[src/rtl/inst_encoder_if.sv]
// Sequencer/decoder side bundle for the SIMD instruction encoder.
// The master drives field sets and issue permission; the slave (encoder)
// returns the issued word, status flags and counters.
interface inst_encoder_if #(
   parameter int DEPTH = 4,
   parameter int CNT_W = 8
);
   localparam int LVL_W = $clog2(DEPTH) + 1;

   logic             in_valid;
   logic             in_ready;
   logic [3:0]       in_opcode;
   logic [2:0]       in_data_mode;
   logic             in_imm_flag;
   logic [7:0]       in_imm;
   logic             issue_en;
   logic [15:0]      inst;
   logic             inst_valid;
   logic             illegal;
   logic             full;
   logic             empty;
   logic [LVL_W-1:0] level;
   logic [CNT_W-1:0] issued_cnt;
   logic [CNT_W-1:0] illegal_cnt;

   modport master (
      output in_valid, in_opcode, in_data_mode, in_imm_flag, in_imm, issue_en,
      input  in_ready, inst, inst_valid, illegal, full, empty, level,
             issued_cnt, illegal_cnt
   );

   modport slave (
      input  in_valid, in_opcode, in_data_mode, in_imm_flag, in_imm, issue_en,
      output in_ready, inst, inst_valid, illegal, full, empty, level,
             issued_cnt, illegal_cnt
   );
endinterface

[src/rtl/inst_encoder.sv]
// Packs sequencer field sets into 16-bit SIMD ALU words
// {opcode, data_mode, imm_flag, imm}, buffers them in a small FIFO and issues
// one word per enabled cycle. Illegal field sets become the canonical NOP so
// program order and slot count are preserved.
module inst_encoder #(
   parameter int DEPTH = 4,
   parameter int CNT_W = 8
) (
   input logic           clk,
   input logic           rst_n,
   inst_encoder_if.slave bus
);
   localparam int               PTR_W   = $clog2(DEPTH);
   localparam int               LVL_W   = PTR_W + 1;
   localparam logic [15:0]      NOP     = 16'h0100;
   localparam logic [CNT_W-1:0] CNT_MAX = '1;

   logic [15:0]      r_mem [DEPTH];
   logic [PTR_W-1:0] r_wrPtr;
   logic [PTR_W-1:0] r_rdPtr;
   logic [LVL_W-1:0] r_level;
   logic [15:0]      r_inst;
   logic             r_instValid;
   logic             r_illegal;
   logic [CNT_W-1:0] r_issuedCnt;
   logic [CNT_W-1:0] r_illegalCnt;

   logic             w_full;
   logic             w_empty;
   logic             w_push;
   logic             w_pop;
   logic             w_illegalSet;
   logic [15:0]      w_word;

   assign w_full       = (r_level == LVL_W'(DEPTH));
   assign w_empty      = (r_level == '0);
   assign w_push       = bus.in_valid && !w_full;
   // Pop is decided from the pre-edge occupancy, so an entry pushed into an
   // empty FIFO can never be issued on the same edge.
   assign w_pop        = bus.issue_en && !w_empty;
   assign w_illegalSet = (bus.in_opcode > 4'd9) || (bus.in_data_mode > 3'd5);
   assign w_word       = w_illegalSet ? NOP
                       : {bus.in_opcode, bus.in_data_mode, bus.in_imm_flag, bus.in_imm};

   // Storage array; no reset needed because the pointers define what is valid.
   always_ff @(posedge clk) begin
      if (w_push) begin
         r_mem[r_wrPtr] <= w_word;
      end
   end

   // Read/write pointers wrap naturally (DEPTH is a power of two); level tracks occupancy.
   always_ff @(posedge clk or negedge rst_n) begin
      if (!rst_n) begin
         r_wrPtr <= '0;
         r_rdPtr <= '0;
         r_level <= '0;
      end else begin
         if (w_push) begin
            r_wrPtr <= r_wrPtr + 1'b1;
         end
         if (w_pop) begin
            r_rdPtr <= r_rdPtr + 1'b1;
         end
         case ({w_push, w_pop})
            2'b10:   r_level <= r_level + 1'b1;
            2'b01:   r_level <= r_level - 1'b1;
            default: r_level <= r_level;
         endcase
      end
   end

   // Issue register: head entry when enabled and available, NOP when enabled but empty, hold otherwise.
   always_ff @(posedge clk or negedge rst_n) begin
      if (!rst_n) begin
         r_inst      <= NOP;
         r_instValid <= 1'b0;
      end else if (bus.issue_en) begin
         if (!w_empty) begin
            r_inst      <= r_mem[r_rdPtr];
            r_instValid <= 1'b1;
         end else begin
            r_inst      <= NOP;
            r_instValid <= 1'b0;
         end
      end else begin
         r_instValid <= 1'b0;
      end
   end

   // Illegal-accept pulse and its saturating counter.
   always_ff @(posedge clk or negedge rst_n) begin
      if (!rst_n) begin
         r_illegal    <= 1'b0;
         r_illegalCnt <= '0;
      end else begin
         r_illegal <= w_push && w_illegalSet;
         if (w_push && w_illegalSet && (r_illegalCnt != CNT_MAX)) begin
            r_illegalCnt <= r_illegalCnt + 1'b1;
         end
      end
   end

   // Saturating count of words actually issued with inst_valid set.
   always_ff @(posedge clk or negedge rst_n) begin
      if (!rst_n) begin
         r_issuedCnt <= '0;
      end else if (w_pop && (r_issuedCnt != CNT_MAX)) begin
         r_issuedCnt <= r_issuedCnt + 1'b1;
      end
   end

   assign bus.in_ready    = !w_full;
   assign bus.inst        = r_inst;
   assign bus.inst_valid  = r_instValid;
   assign bus.illegal     = r_illegal;
   assign bus.full        = w_full;
   assign bus.empty       = w_empty;
   assign bus.level       = r_level;
   assign bus.issued_cnt  = r_issuedCnt;
   assign bus.illegal_cnt = r_illegalCnt;
endmodule

[src/flat_wrapper.sv]
// flat-port wrapper written by rule: the top's interface ports become plain ports
module inst_encoder_flat 
#(
   parameter int DEPTH = 4,
   parameter int CNT_W = 8
)
  (clk, rst_n, bus_in_valid, bus_in_opcode, bus_in_data_mode, bus_in_imm_flag, bus_in_imm, bus_issue_en, bus_in_ready, bus_inst, bus_inst_valid, bus_illegal, bus_full, bus_empty, bus_level, bus_issued_cnt, bus_illegal_cnt);
  inst_encoder_if #(.DEPTH(DEPTH), .CNT_W(CNT_W)) bus_i ();
  input logic clk;
  input logic rst_n;
  input wire logic [$bits(bus_i.in_valid)-1:0] bus_in_valid;
  input wire logic [$bits(bus_i.in_opcode)-1:0] bus_in_opcode;
  input wire logic [$bits(bus_i.in_data_mode)-1:0] bus_in_data_mode;
  input wire logic [$bits(bus_i.in_imm_flag)-1:0] bus_in_imm_flag;
  input wire logic [$bits(bus_i.in_imm)-1:0] bus_in_imm;
  input wire logic [$bits(bus_i.issue_en)-1:0] bus_issue_en;
  output wire logic [$bits(bus_i.in_ready)-1:0] bus_in_ready;
  output wire logic [$bits(bus_i.inst)-1:0] bus_inst;
  output wire logic [$bits(bus_i.inst_valid)-1:0] bus_inst_valid;
  output wire logic [$bits(bus_i.illegal)-1:0] bus_illegal;
  output wire logic [$bits(bus_i.full)-1:0] bus_full;
  output wire logic [$bits(bus_i.empty)-1:0] bus_empty;
  output wire logic [$bits(bus_i.level)-1:0] bus_level;
  output wire logic [$bits(bus_i.issued_cnt)-1:0] bus_issued_cnt;
  output wire logic [$bits(bus_i.illegal_cnt)-1:0] bus_illegal_cnt;
  assign bus_i.in_valid = bus_in_valid;
  assign bus_i.in_opcode = bus_in_opcode;
  assign bus_i.in_data_mode = bus_in_data_mode;
  assign bus_i.in_imm_flag = bus_in_imm_flag;
  assign bus_i.in_imm = bus_in_imm;
  assign bus_i.issue_en = bus_issue_en;
  assign bus_in_ready = bus_i.in_ready;
  assign bus_inst = bus_i.inst;
  assign bus_inst_valid = bus_i.inst_valid;
  assign bus_illegal = bus_i.illegal;
  assign bus_full = bus_i.full;
  assign bus_empty = bus_i.empty;
  assign bus_level = bus_i.level;
  assign bus_issued_cnt = bus_i.issued_cnt;
  assign bus_illegal_cnt = bus_i.illegal_cnt;
  inst_encoder #(.DEPTH(DEPTH), .CNT_W(CNT_W)) u_core (.clk(clk), .rst_n(rst_n), .bus(bus_i));
endmodule
[config.mk]
export PLATFORM = sky130hd
export DESIGN_NAME = inst_encoder_flat
export DESIGN_NICKNAME = d
export VERILOG_FILES = /design/src/rtl/inst_encoder_if.sv /design/src/rtl/inst_encoder.sv /design/src/flat_wrapper.sv
export SDC_FILE = /design/constraint.sdc
export NUM_CORES = 1
export LEC_CHECK = 0
export CORE_MARGIN = 3
export CORE_UTILIZATION = 52
export DETAILED_ROUTE_END_ITERATION = 10
export PLACE_DENSITY = 0.76
export SKIP_CTS_REPAIR_TIMING = 1
export SYNTH_ARGS = -nofsm -noshare
export SYNTH_HDL_FRONTEND = slang
export SYNTH_SLANG_ARGS = --single-unit
[constraint.sdc]
create_clock -name clk -period 2.45 [get_ports clk]
set_input_delay 0.49 -clock clk [delete_from_list [all_inputs] [get_ports clk]]
set_output_delay 0.49 -clock clk [all_outputs]
set_load 0.005 [all_outputs]
# --- Word level (Yosys, flattened, before mapping) ---
# Memory sizes are Yosys's and may differ from the RTL's.
# Index checks and enable logic that the tools add are counted.
classes:
  n_addsub: 6
  order_cmp: 2
  eq_ne: 5
  muxes: 7
  reduce_logical: 10
op_table:
  columns: ["operator", "n"]
  rows:
  - ["$mux 16", 2]
  - ["$add 8x1->8 const B", 2]
  - ["$ne 8x8->1 const B", 2]
  - ["$pmux 3 s2", 1]
  - ["$logic_and 1x1->1", 5]
  - ["$add 2x1->2 const B", 2]
  - ["$gt 4x4->1 const B", 1]
  - ["$mux 1", 4]
  - ["$add 3x1->3 const B", 1]
  - ["$eq 3x3->1 const B", 1]
  - ["$gt 3x3->1 const B", 1]
  - ["$logic_not 3->1", 1]
  - ["$sub 3x1->3 const B", 1]
  - ["$eq 2x1->1 const B", 1]
  - ["$eq 2x2->1 const B", 1]
  - ["$logic_not 1->1", 2]
  - ["$reduce_bool 2->1", 1]
  - ["$logic_or 1x1->1", 1]
word_totals:
  regBits: 41
  ram_bits: 64
  input_bits: 20
  output_inout_bits: 40
  word_cells: 39
  memories: 1
mem_list:
  columns: ["name", "words", "word_bits", "read_ports", "rd_ports_with_merged_regs", "write_ports", "line", "text"]
  rows:
  - ["u_core.r_mem", 4, 16, 1, 0, 1, "inst_encoder.sv:18", "logic [15:0] r_mem [DEPTH];"]

# --- Depth between registers and ports, before layout ---
depth:
  ltp_word: 5
  ltp_mapped: 11
  mapped_depth_nobuf: 10

# --- Least setup slack after synthesis ---
# Ideal clock, no wire load.
synth_path:
  path_type: "reg-to-reg"
  start: "register u_core.r_level[0] (netlist: u_core.bus.level[0])"
  end: "register u_core.r_level[2] (netlist: u_core.bus.level[2])"
  setup_time_ns: 0.079
  arrival_ns: 2.067
  path_slack_ns: 0.304
  stages_incl_launch_ff: 12
  n_path_buf: 1
  period_less_slack_ns: 2.146
  path_cell_list: "dfrtp_1 or3b_1 buf_6 inv_4 nor2_4 inv_2 ha_1 inv_1 fa_1 xor2_1 nor2_1 xor2_1"
synth_via:
  elab_chain_cells: 5
synth_lines:
  columns: ["element", "line", "text"]
  rows:
  - ["from (decl)", "inst_encoder.sv:21", "logic [LVL_W-1:0] r_level;"]
  - ["from (signal assigned)", "inst_encoder.sv:66", "2'b10: r_level <= r_level + 1'b1;"]
  - ["from (signal assigned)", "inst_encoder.sv:67", "2'b01: r_level <= r_level - 1'b1;"]
  - ["from (signal assigned)", "inst_encoder.sv:68", "default: r_level <= r_level;"]
  - ["$eq 3x3->1 (*)", "inst_encoder.sv:35", "assign w_full = (r_level == LVL_W'(DEPTH));"]
  - ["$logic_not 1->1 (*)", null, null]
  - ["via bus_in_ready", "flat_wrapper.sv:17", "output wire logic [$bits(bus_i.in_ready)-1:0] bus_in_ready;"]
  - ["$logic_and 1x1->1 (*)", "inst_encoder.sv:37", "assign w_push = bus.in_valid && !w_full;"]
  - ["$eq 2x1->1 / $eq 2x2->1 (equally long branches)", "inst_encoder.sv:65", "case ({w_push, w_pop})"]
  - ["$pmux 3 s2 / $reduce_bool 2->1 (equally long branches)", null, null]
# The timed path passes the listed nets; every way through them passes the cells marked *.
# A chain may end at the register's enable or synchronous reset.

# --- Final worst setup path ---
layout_path:
  start: "register u_core.r_level[1] (netlist: u_core.bus.level[1])"
  end: "output port bus_full"
layout_via:
  elab_chain_cells: 1
layout_lines:
  columns: ["element", "line", "text"]
  rows:
  - ["$eq 3x3->1", "inst_encoder.sv:35", null]
  - ["to (decl)", "flat_wrapper.sv:21", "output wire logic [$bits(bus_i.full)-1:0] bus_full;"]
# No other way between the ends.

==> flow_metrics.py <==
metrics = {
    "cells_and_area": {
        "fillCellCount": 557,
        "layout_common_cells": "edfxtp_1 (64), clkdlybuf4s50_1 (58), dfrtp_1 (40)",
        "drive_gt1_share_pct": 16.0,
        "final_common_cell": "edfxtp_1",
        "n_antenna_cell": 0,
        "nNetsFinal": 386,
        "area_growth_syn_to_layout_pct": 22.3,
    },
    "power_and_ir_drop": {
        "ir_worst_vdd_v": 0.000516,
        "p_per_area_mw_per_mm2": 1110,
        "power_leakage_nw": 2.09,
    },
    "synthesis": {
        "synth_cell_types": 41,
        "synth-seq-cells": 105,
        "syn-instance-count": 285,
        "synth_edf_count": 64,
        "synth_top_cell_area_share_pct": 44.3,
        "syn_nets": 313,
        "synthFlopType": "edfxtp_1",
        "seq_area_frac_synth_pct": 68.0,
        "synth.avg_cell_area_sq_um": 15.2,
        "yosysWarnings": 0,
        "yosys.area.top_type": "edfxtp_1",
        "syn_area_sq_mm": 0.00434,
        "ys_async_sr_fraction_pct": 39.0,
        "synth_area_leaders": "edfxtp_1 (44%), dfrtp_1 (23%), mux4_2 (8.3%)",
    },
    "placed_design": {
        "place_ws_ns": 0.0283,
        "finalWeightedCongestion": 0.730,
        "post-dp-hpwl_um": 5620,
        "port_buffers": 59,
    },
    "critical_path": {
        "cp-end-kind": "output port",
        "worstSetupPathType": "flip-flop to output port",
        "crit_path_max_fanout": 6,
        "arrival_ns": 1.86,
        "worstPathRequired_ns": 1.96,
        "cp-start-kind": "flip-flop",
    },
    "sta": {
        "hold_viol_final": 0,
        "min_period_ns": 2.35,
        "tightest_slew_ns": 0.671,
        "max_slew_margin_pct": 55.3,
        "rsz0062_at_grt": "false",
        "setup_tns_ns": 0,
        "setup_slack_ns": 0.101,
        "slew_violations": 0,
        "fin_hold_ws_ns": 0.160,
        "max_freq_mhz": 426,
        "setup_viol": 0,
        "skew_ns": 0.0140,
        "period_share_pct": 95.9,
    },
    "global_routing": {
        "gr-total-overflow": 0,
        "grt_max_degree": 31,
        "grt_pass1_wl_um": 13200,
        "grt_pass1_vias": 2536,
        "groute.usage.overall_pct": 17.8,
        "antenna_found_initial": 0,
    },
    "clocking": {
        "cts_sinks": 105,
        "cts.clk_slew.worst_paths_ns": 0.10,
        "tritoncts": "built",
        "numCtsBuffers": 9,
        "clkLatencyLatePin_ns": 0.36,
        "h-tree-depth": 3,
        "root_buffer": "clkbuf_8",
        "clock_path_buffers": 2,
    },
    "floorplanning": {
        "core_area_sq_mm": 0.00793,
        "chipHeight_um": 97.3,
        "start_util_pct": 54.7,
        "die_area_sq_mm": 0.00947,
        "ios": 60,
        "die_w_um": 97.3,
        "rows": 32,
    },
    "route": {
        "drtIter0Drc": 188,
        "wl_per_cell_um": 17.2,
        "viasPerCell": 5.40,
        "first_pass_iters": 4,
        "wirelength_um": 8000,
        "ant_nets": 0,
        "drc": 0,
        "num_vias": 2513,
    },
    "hold_path": {
        "holdCritPathClass": "input port to async pin",
    },
    "outcome": {
        "status": "finished clean",
    },
    "flow_run": {
        "maxCapViolCount": 0,
    },
}
registers in the layout, indices dropped and copies added (netlist names):
signal / count
u_core.bus.inst: 16
u_core.r_mem: 64
u_core.r_rdPtr: 2
u_core.bus.level: 3
u_core.bus.illegal_cnt: 8
u_core.bus.inst_valid: 1
u_core.bus.issued_cnt: 8
u_core.r_wrPtr: 2
u_core.bus.illegal: 1
layout make-up:
type | count | area [sq um] | share of cell area (%)
sequential | 105 | 2950 | 55.6
inverter | 25 | 96.3 | 1.82
tap | 102 | 128 | 2.41
multi-input combinational | 144 | 1240 | 23.3
timing repair buffer | 73 | 691 | 13.0
clock inverter | 7 | 77.6 | 1.46
clock buffer | 9 | 124 | 2.34
final timing paths:
kind,endpoint,depth (start not counted),startpoint,slack (ns)
setup / recovery,bus_full,3,u_core.bus.level[1]$_DFFE_PN0P_,0.10
hold / removal,u_core.bus.inst[9]$_DFFE_PN0P_,1,rst_n,0.16
setup reg to reg,u_core.bus.level[2]$_DFFE_PN0P_,10,u_core.bus.level[1]$_DFFE_PN0P_,0.20
hold reg to reg,u_core.bus.level[2]$_DFFE_PN0P_,1,u_core.bus.level[2]$_DFFE_PN0P_,0.51
max in group asynchronous,u_core.bus.issued_cnt[6]$_DFFE_PN0P_,2,rst_n,1.73
min in group clk,u_core.bus.level[2]$_DFFE_PN0P_,1,u_core.bus.level[2]$_DFFE_PN0P_,0.51
synth_stat cells (2+ instances only):
| cell | count |
|---|---|
| clkbuf_1 | 6 |
| a41oi_1 | 2 |
| a31oi_1 | 4 |
| nand3_1 | 8 |
| nand4_1 | 6 |
| buf_2 | 3 |
| dfrtp_1 | 40 |
| edfxtp_1 | 64 |
| xor2_1 | 4 |
| nand2_1 | 22 |
| inv_1 | 22 |
| mux2_2 | 2 |
| nor2b_1 | 2 |
| o21ai_0 | 16 |
| ha_1 | 7 |
| xnor2_1 | 9 |
| nor2_1 | 3 |
| mux2_1 | 3 |
| and3_1 | 22 |
| inv_2 | 2 |
| nand2b_1 | 3 |
| mux4_2 | 16 |
report_power, final:
| group | switching [mW] | internal, mW | leakage, nW |
|---|---|---|---|
| combinational | 0.924 | 1.15 | 0.888 |
| clock | 0.584 | 0.484 | 0.102 |
| sequential | 0.296 | 2.42 | 1.10 |
| total | 1.80 | 4.06 | 2.09 |
metrics by stage:
step                std cells  cell area (sq um)  power, mW  util, %
floorplan                 285               4340       3.85        -
global placement          449               5100       4.77     64.3
detailed placement        449               5100       4.86     64.3
CTS                       465               5300       5.92     66.9
global route              465               5300       6.23     66.9
finish                    465               5300       5.86     66.9
layer usage:
metal  global-route usage (%)  wire (um)  vias to the layer above
met5                        0          0                        -
met4                     5.75        103                        0
met3                     3.30        456                       11
met2                     28.5       3900                       70
met1                     25.1       3530                     1241
li1                         -          -                     1191
logic make-up (layout without fill, tap and decap cells):
logic type | after synthesis | count (layout) | synth area share [%]
muxes | 23 | 23 | 10.2
xor gates and xnor gates | 13 | 13 | 2.63
DFF | 105 | 105 | 68.0
adders and majority gates | 8 | 8 | 2.48
AOI/OAI and AO/OA | 26 | 26 | 3.72
and+or+nand+nor | 74 | 74 | 9.46
buffers and inverters | 36 | 114 | 3.52
worst max-delay path: stages (launching register included):
cell and delay, ns:
dfrtp_1 0.42, or3b_4 0.46, inv_4 0.10, clkdlybuf4s50_1 0.52
(Power assumes the default switching activity.)
